[config.mk]
export PLATFORM = sky130hd
export DESIGN_NAME = program_sequencer
export DESIGN_NICKNAME = d
export VERILOG_FILES = /design/src/rtl/program_seq_pkg.sv /design/src/rtl/program_sequencer_inst_decoder.sv /design/src/rtl/program_sequencer.sv
export SDC_FILE = /design/constraint.sdc
export NUM_CORES = 1
export LEC_CHECK = 0
export CORE_MARGIN = 4
export CORE_UTILIZATION = 39
export DETAILED_ROUTE_END_ITERATION = 8
export GPL_ROUTABILITY_DRIVEN = 0
export PLACE_DENSITY = 0.75
export SETUP_SLACK_MARGIN = 0.2
export SLEW_MARGIN = 0
export SYNTH_ARGS = -nofsm -noshare
export SYNTH_HDL_FRONTEND = slang
export SYNTH_SLANG_ARGS = --single-unit
[constraint.sdc]
create_clock -name clk -period 1.2 [get_ports clk]
set_input_delay 0.24 -clock clk [delete_from_list [all_inputs] [get_ports clk]]
set_output_delay 0.24 -clock clk [all_outputs]
set_load 0.01 [all_outputs]
[src/rtl/program_seq_pkg.sv]
// Shared encodings for the program sequencer: opcodes, ALU ops, FSM states, decoded control.
package program_seq_pkg;

  localparam logic [3:0] OP_NOP  = 4'h0;
  localparam logic [3:0] OP_LOAD = 4'h1;
  localparam logic [3:0] OP_ADD  = 4'h2;
  localparam logic [3:0] OP_SUB  = 4'h3;
  localparam logic [3:0] OP_JMP  = 4'h8;
  localparam logic [3:0] OP_SUBI = 4'hB;
  localparam logic [3:0] OP_BR   = 4'hC;
  localparam logic [3:0] OP_MOV  = 4'hE;
  localparam logic [3:0] OP_OUT  = 4'hF;

  localparam logic [1:0] ALU_PASS_IMM = 2'b00;
  localparam logic [1:0] ALU_ADD      = 2'b01;
  localparam logic [1:0] ALU_SUB      = 2'b10;
  localparam logic [1:0] ALU_PASS_RS  = 2'b11;

  typedef enum logic {FETCH = 1'b0, EXEC = 1'b1} state_t;

  typedef struct packed {
    logic [1:0] alu_op;
    logic       src_imm;
    logic       reg_we;
    logic       flag_we;
    logic       out_en;
    logic       is_jmp;
    logic       is_br;
    logic       is_illegal;
  } ctrl_t;

endpackage

[src/rtl/program_sequencer_inst_decoder.sv]
// Combinational opcode decode; strobes are raw here and get state-qualified by the sequencer.
module inst_decoder
  import program_seq_pkg::*;
(
  input  logic [3:0] opcode,
  output ctrl_t      ctrl
);

  always_comb begin
    ctrl = '0;
    case (opcode)
      OP_NOP: ;
      OP_LOAD: begin
        ctrl.reg_we  = 1'b1;
        ctrl.alu_op  = ALU_PASS_IMM;
        ctrl.src_imm = 1'b1;
      end
      OP_ADD: begin
        ctrl.reg_we  = 1'b1;
        ctrl.flag_we = 1'b1;
        ctrl.alu_op  = ALU_ADD;
      end
      OP_SUB: begin
        ctrl.reg_we  = 1'b1;
        ctrl.flag_we = 1'b1;
        ctrl.alu_op  = ALU_SUB;
      end
      OP_SUBI: begin
        ctrl.reg_we  = 1'b1;
        ctrl.flag_we = 1'b1;
        ctrl.alu_op  = ALU_SUB;
        ctrl.src_imm = 1'b1;
      end
      OP_MOV: begin
        ctrl.reg_we = 1'b1;
        ctrl.alu_op = ALU_PASS_RS;
      end
      OP_OUT:  ctrl.out_en = 1'b1;
      OP_JMP:  ctrl.is_jmp = 1'b1;
      OP_BR:   ctrl.is_br  = 1'b1;
      default: ctrl.is_illegal = 1'b1;
    endcase
  end

endmodule

[src/rtl/program_sequencer.sv]
// Two-cycle fetch/execute controller: owns pc and IR, issues one EXEC cycle of strobes.
// Optional SINGLE_STEP_EN adds a step input; FETCH then advances once per rising step edge.
module program_sequencer
  import program_seq_pkg::*;
#(
  parameter int ADDR_W = 4,
  parameter int INST_W = 16,
  parameter int CNT_W  = 8
) (
  input  logic              clk,
  input  logic              rst,
  input  logic              run,
`ifdef SINGLE_STEP_EN
  input  logic              step,
`endif
  input  logic [INST_W-1:0] instruction,
  input  logic              zero_flag,
  output logic [ADDR_W-1:0] rom_addr,
  output logic [ADDR_W-1:0] pc,
  output logic [2:0]        rd_sel,
  output logic [2:0]        rs_sel,
  output logic [7:0]        imm,
  output logic [1:0]        alu_op,
  output logic              src_imm,
  output logic              reg_we,
  output logic              flag_we,
  output logic              out_en,
  output logic              illegal,
  output logic [CNT_W-1:0]  instr_count
);

  state_t              state, state_nxt;
  logic [INST_W-1:0]   ir;
  logic [ADDR_W-1:0]   next_pc;
  logic                fetch_go;
  logic                exec_q;
  ctrl_t               ctrl;

  inst_decoder u_dec (
    .opcode (ir[15:12]),
    .ctrl   (ctrl)
  );

`ifdef SINGLE_STEP_EN
  logic step_q;
  always_ff @(posedge clk) begin
    if (rst) step_q <= 1'b0;
    else     step_q <= step;
  end
  wire step_rise = step & ~step_q;
`else
  wire step_rise = 1'b1;
`endif

  always_comb begin
    state_nxt = state;
    fetch_go  = 1'b0;
    case (state)
      FETCH: if (run && step_rise) begin
        fetch_go  = 1'b1;
        state_nxt = EXEC;
      end
      EXEC:    state_nxt = FETCH;
      default: state_nxt = FETCH;
    endcase
  end

  // br samples zero_flag in its own EXEC cycle, so the previous instruction's flag write is seen
  always_comb begin
    next_pc = pc + 1'b1;
    if (ctrl.is_jmp || (ctrl.is_br && zero_flag))
      next_pc = ir[8 +: ADDR_W];
  end

  always_ff @(posedge clk) begin
    if (rst) begin
      state       <= FETCH;
      pc          <= '0;
      ir          <= '0;
      illegal     <= 1'b0;
      instr_count <= '0;
    end else begin
      state <= state_nxt;
      if (fetch_go) ir <= instruction;
      if (state == EXEC) begin
        pc          <= next_pc;
        instr_count <= instr_count + 1'b1;
        if (ctrl.is_illegal) illegal <= 1'b1;
      end
    end
  end

  // rst gates strobes combinationally so a reset landing in EXEC kills them that cycle
  assign exec_q   = (state == EXEC) && !rst;
  assign reg_we   = exec_q & ctrl.reg_we;
  assign flag_we  = exec_q & ctrl.flag_we;
  assign out_en   = exec_q & ctrl.out_en;
  assign alu_op   = ctrl.alu_op;
  assign src_imm  = ctrl.src_imm;
  assign rom_addr = pc;
  assign rd_sel   = ir[11:9];
  assign rs_sel   = ir[8:6];
  assign imm      = ir[7:0];

endmodule

# Word-level counts from Yosys, hierarchy flattened
# Index checks and enable logic that the tools add are counted.
# word_totals
output_inout_bits	37
wordCells	42
register_bits	30
in_bits	20
# classes
bitwise_logic	5
add_sub_neg	2
reduce_logical	11
eq_ne	8
n_mux	11
# op_table
operator	n
$eq A4 B4 Y1 const B	5
$reduce_or A9 Y1	1
$add A8 B1 Y8 const B	1
$eq A4 B2 Y1 const B	2
$mux W1	8
$pmux W2 S3	1
$reduce_or A5 Y1	1
$add A4 B1 Y4 const B	1
$eq A4 B1 Y1 const B	1
$logic_not A4 Y1	1
$mux W4	1
$reduce_or A2 Y1	2
$and A1 B1 Y1	3
$reduce_or A3 Y1	1
$logic_and A1 B1 Y1	2
$not A1 Y1	2
$pmux W1 S2	1
$reduce_and A2 Y1	1
$logic_not A1 Y1	1
$logic_or A1 B1 Y1	1

# Depth between registers and ports, before layout
# Gate-level depths: netlist of run 1.
# logic_depth
ltp_word	5
mapped_depth	6
depth_no_buf	4

# Modules after synthesis
# A second synthesis of run 1 with hierarchy kept.
# hier_totals
hier_cells	189
hier_area_um2	1540.2
# by_module_without_submodules
mod	area_per_inst_um2	instances	seq_area_each_um2	cells_per_inst
program_sequencer	1347.5	1	600.6	162
inst_decoder	192.7	1	0.0	27

# Least setup slack after synthesis of run 1
# No wires, ideal clock.
# synth_path
path_type	register to output
startpoint	reg ir[12]
endpoint	out flag_we
arrival_time_ns	1.100
setup_slack_ns	-0.140
path_buffers	1
path_stages_with_launch	4
t_required_ns	0.960
cell_sequence	dfxtp_1 > buf_2 > nor2b_1 > nor4b_1
# synth_via
elab_chain_len	4
elab_cells_between_ends	6
cone_classes	eq/ne (3); mux (1); bitwise (1); reduce/logical (1)
# synth_rtl
item	line	source
from (decl)	program_sequencer.sv:33	logic [INST_W-1:0] ir;
from (signal assigned)	program_sequencer.sv:84	if (fetch_go) ir <= instruction;
$eq A4 B2 Y1 or $eq A4 B4 Y1 (tied branches)	program_sequencer_inst_decoder.sv:11	case (opcode)
$reduce_or A3 Y1 (no source line) (*)	-	
$mux W1 (*)	program_sequencer_inst_decoder.sv:11	
$and A1 B1 Y1 (*)	program_sequencer.sv:96	assign flag_we = exec_q & ctrl.flag_we;
to (decl)	program_sequencer.sv:26	output logic flag_we,
# Mark *: on every way between the ends. The rest lies on a longest branch, timed or not.

# Final worst setup path of run 1
# layout_path
startpoint	reg ir[15]
endpoint	out flag_we
# The elaborated chain is that of the path after synthesis.

==> results.ini, run 1 <==
[outcome]
status=finished with violations
violations=setup timing

[timing]
fin_ws_ns=-0.2892
slew-limit-headroom_pct=69.87
hold_viol=0
finalMaxSlewViolations=0
max_freq_ghz=0.6715
rsz0062_at_grt=true
fin_crit_sh_pct=124.1
layout_min_cycle_time_ns=1.489
finalSetupViolations=11
tightest_slew_ns=0.4520
finClkSkew_ns=0.009055

[clock_network]
postCtsHoldBufs=0
cts_made_buffers=5
cts.path.max_buffers=2
clkSinkCount=30
clk_pin_slew_worst_paths_ns=0.07
cts_tree=done
cts_root_buf=clkbuf_8
cts_htree_levels=2
insertion_delay_ns=0.28

[final_layout]
drive_gt1_share_pct=62.50
syn_to_final_growth_pct=70.19
final_util_pct=69.97
n_antenna_cell=0
nNetsFinal=278

[power_and_ir_drop]
pwr_density_cell_mw_per_mm2=918.1
p_leak_nw=1.093
p_sw_w=0.0006543
power_frac_seq_pct=45.6
p_int_w=0.001733
p_clk_share_pct=31.3
p_total_w=0.002387
peakVddDrop_v=0.0006127
netSwitchingFraction_pct=27.41
power_frac_comb_pct=23.1

[place]
numPortBuffers=56
place_hpwl_mm=2.674
dp_worst_setup_slack_ns=-0.7003

[logic_synthesis]
syn_avg_cell_area_sq_um=8.126
syn_area_sq_mm=0.001528
synth_cell_types=38
ys_ff_latch=30
yosysWarnings=0
synth-seq-area-share_pct=39.31
synth_ff_type=dfxtp_1
syn_inst=188
synth_nets=210
synth_enable_flop_cells=0
async_flop_share_pct=0

[floorplanning]
initial_core_util_pct=41.11
die_w_um=70.59
die-area_sq_mm=0.004982
die_height_um=70.59
io_pins=57
core_sq_mm=0.003716
fp-row-count=22

[worst_setup_path]
critPathBufInv=2
crit_fanout=5
cpPeakStageDelay_ns=0.37
crit_path_end_kind=primary output
crit_family=flip-flops
required_ns=0.96
cp-start-kind=register
cpMaxStageDelayCell=dfxtp_4
crit_arrival_ns=1.25
critPathKind=register to primary output
path_cells=nor2b_4 > buf_4 > nor4b_2 > buf_2

[drt]
wl_per_cell_um=14.46
avgViaCountPerCell=4.970
dr.pass1.iters=4
routed_wl_mm=4.395
drtIter0Drc=94
drc_errors=0
vias=1511
ant_nets=0

[global_route]
antenna_found_initial=0
grt_pass1_vias=1387
grt_pass1_wl_mm=6.637
grtUsageTotal_pct=16.64
grt_max_degree=31
gr-total-overflow=0

[flow_run]
cap_violations=0

[min_path]
hp-class=register to register

[per-stage QoR]
| stage | instances | area [sq um] | setup TNS [ns] | hold WS (ns) |
|---|---|---|---|---|
| finish | 304 | 2600 | -2.025 | 0.4680 |
| global route | 304 | 2600 | -2.863 | 0.4828 |
| CTS | 303 | 2396 | -1.953 | 0.4479 |
| detailed placement | 284 | 2193 | -6.951 | 0.4476 |
| global placement | 284 | 2193 | -5.586 | 0.4411 |
| floorplan | 188 | 1637 | 0 | 0.3684 |
[power groups by stage]
stage	registers, W	clock network, W	logic [W]
2_1_floorplan	0.00110	0	0.000264
3_3_place_gp	0.00111	0	0.000426
3_5_place_dp	0.00111	0	0.000435
4_1_cts	0.00109	0.000755	0.000483
5_1_grt	0.00110	0.000802	0.000587
6_report	0.00109	0.000748	0.000550
[registers in the layout (all words and copies together) (netlist names)]
register and flops:
state 1, pc 4, instr_count 8, ir 16, illegal 1
[synthesized netlist by cell type, types with 3 or more instances]
cell	instances	share of area, %
buf_4	18	8.8
clkbuf_1	4	0.98
dfxtp_1	30	39
nor2_1	10	2.5
nand3_1	5	1.6
nor2b_1	6	2.5
a21oi_1	21	6.9
nor3b_1	3	1.5
xor2_1	5	2.9
o21ai_0	4	1.3
nand2b_1	3	1.2
nand4_1	4	1.6
buf_2	6	2.0
nand2_1	37	9.1
[timing repair]
| action | in CTS | in global routing |
|---|---|---|
| setup buffers | 10 | 1 |
| pin swaps | 24 | 20 |
| cloned | 2 | 0 |
| resized for setup | 218 | 47 |
| setup endpoints to repair | 64 | 57 |
[layer usage]
layer  global-route usage [%]  wire length (um)  part of all wire (%)  vias up
li1                         -                 -                     -      756
met1                    20.19              1852                    42      714
met2                    28.48              2275                    52       37
met3                    4.119               221                   5.0        4
met4                    6.263                45                   1.0        0
met5                        0                 0                     0        -
[worst min-delay path, delay by kind of cell (launching register included)]
family	cells	cell delay, ns
AND/OR/NAND/NOR	1	0.07
flip-flops	1	0.31
AO/OA/AOI/OAI	1	0.05
[final cells by class]
cell class              count  area [sq um]
fillers                   280          1116
multi-input cells         126         984.7
repair buffers             91         807.0
flip-flops and latches     30         664.4
clock buffers               7         76.32
well taps                  48         60.06
inverters                   2         7.507
[kinds of logic (layout without fill, tap and decap cells)]
logic type,count (synthesis),count (layout),synth area share (%)
xor gates and xnor gates,6,6,3.440
muxes,2,2,1.310
and+or+nand+nor,77,78,25.39
DFF,30,30,39.31
adders and majority gates,2,2,1.638
AOI/OAI and AO/OA,38,38,14.82
buffers and inverters,33,100,14.09
[final timing paths]
check / startpoint / to / slack (ns) / depth (start not counted)
worst max-delay path: ir[15] / flag_we / -0.29 / 4
worst min register to register: ir[4] / ir[4] / 0.47 / 2
worst min-delay path: ir[4] / ir[4] / 0.47 / 2
worst max register to register: ir[15] / pc[1] / -0.18 / 5
[layout by cell type (no fill, tap or decap), types with 3 or more instances in the layout]
master           instances
buf_6                   27
clkdlybuf4s50_1         17
dfxtp_2                 18
nor3b_2                  3
nand3_1                  3
dfxtp_4                 11
buf_4                   24
nor2b_1                  4
clkbuf_8                 5
buf_2                   19
nor2_1                  10
a21oi_1                  4
nand2_4                  8
nand2_1                 20
a21oi_2                 17
nand4_1                  4
nand2_2                  9
nand2b_4                 3
xor2_1                   4
Power figures use the tool's default switching activity.
==> run 2: changes to the inputs <==
--- a/config.mk
+++ b/config.mk
@@ -7,6 +7,7 @@
 export LEC_CHECK = 0
 export CORE_MARGIN = 4
 export CORE_UTILIZATION = 39
+export CTS_CLUSTER_DIAMETER = 40
 export DETAILED_ROUTE_END_ITERATION = 8
 export GPL_ROUTABILITY_DRIVEN = 0
 export PLACE_DENSITY = 0.75
==> results of run 2 <==
No change in the layout: final DEF, timing and power equal those of run 1.
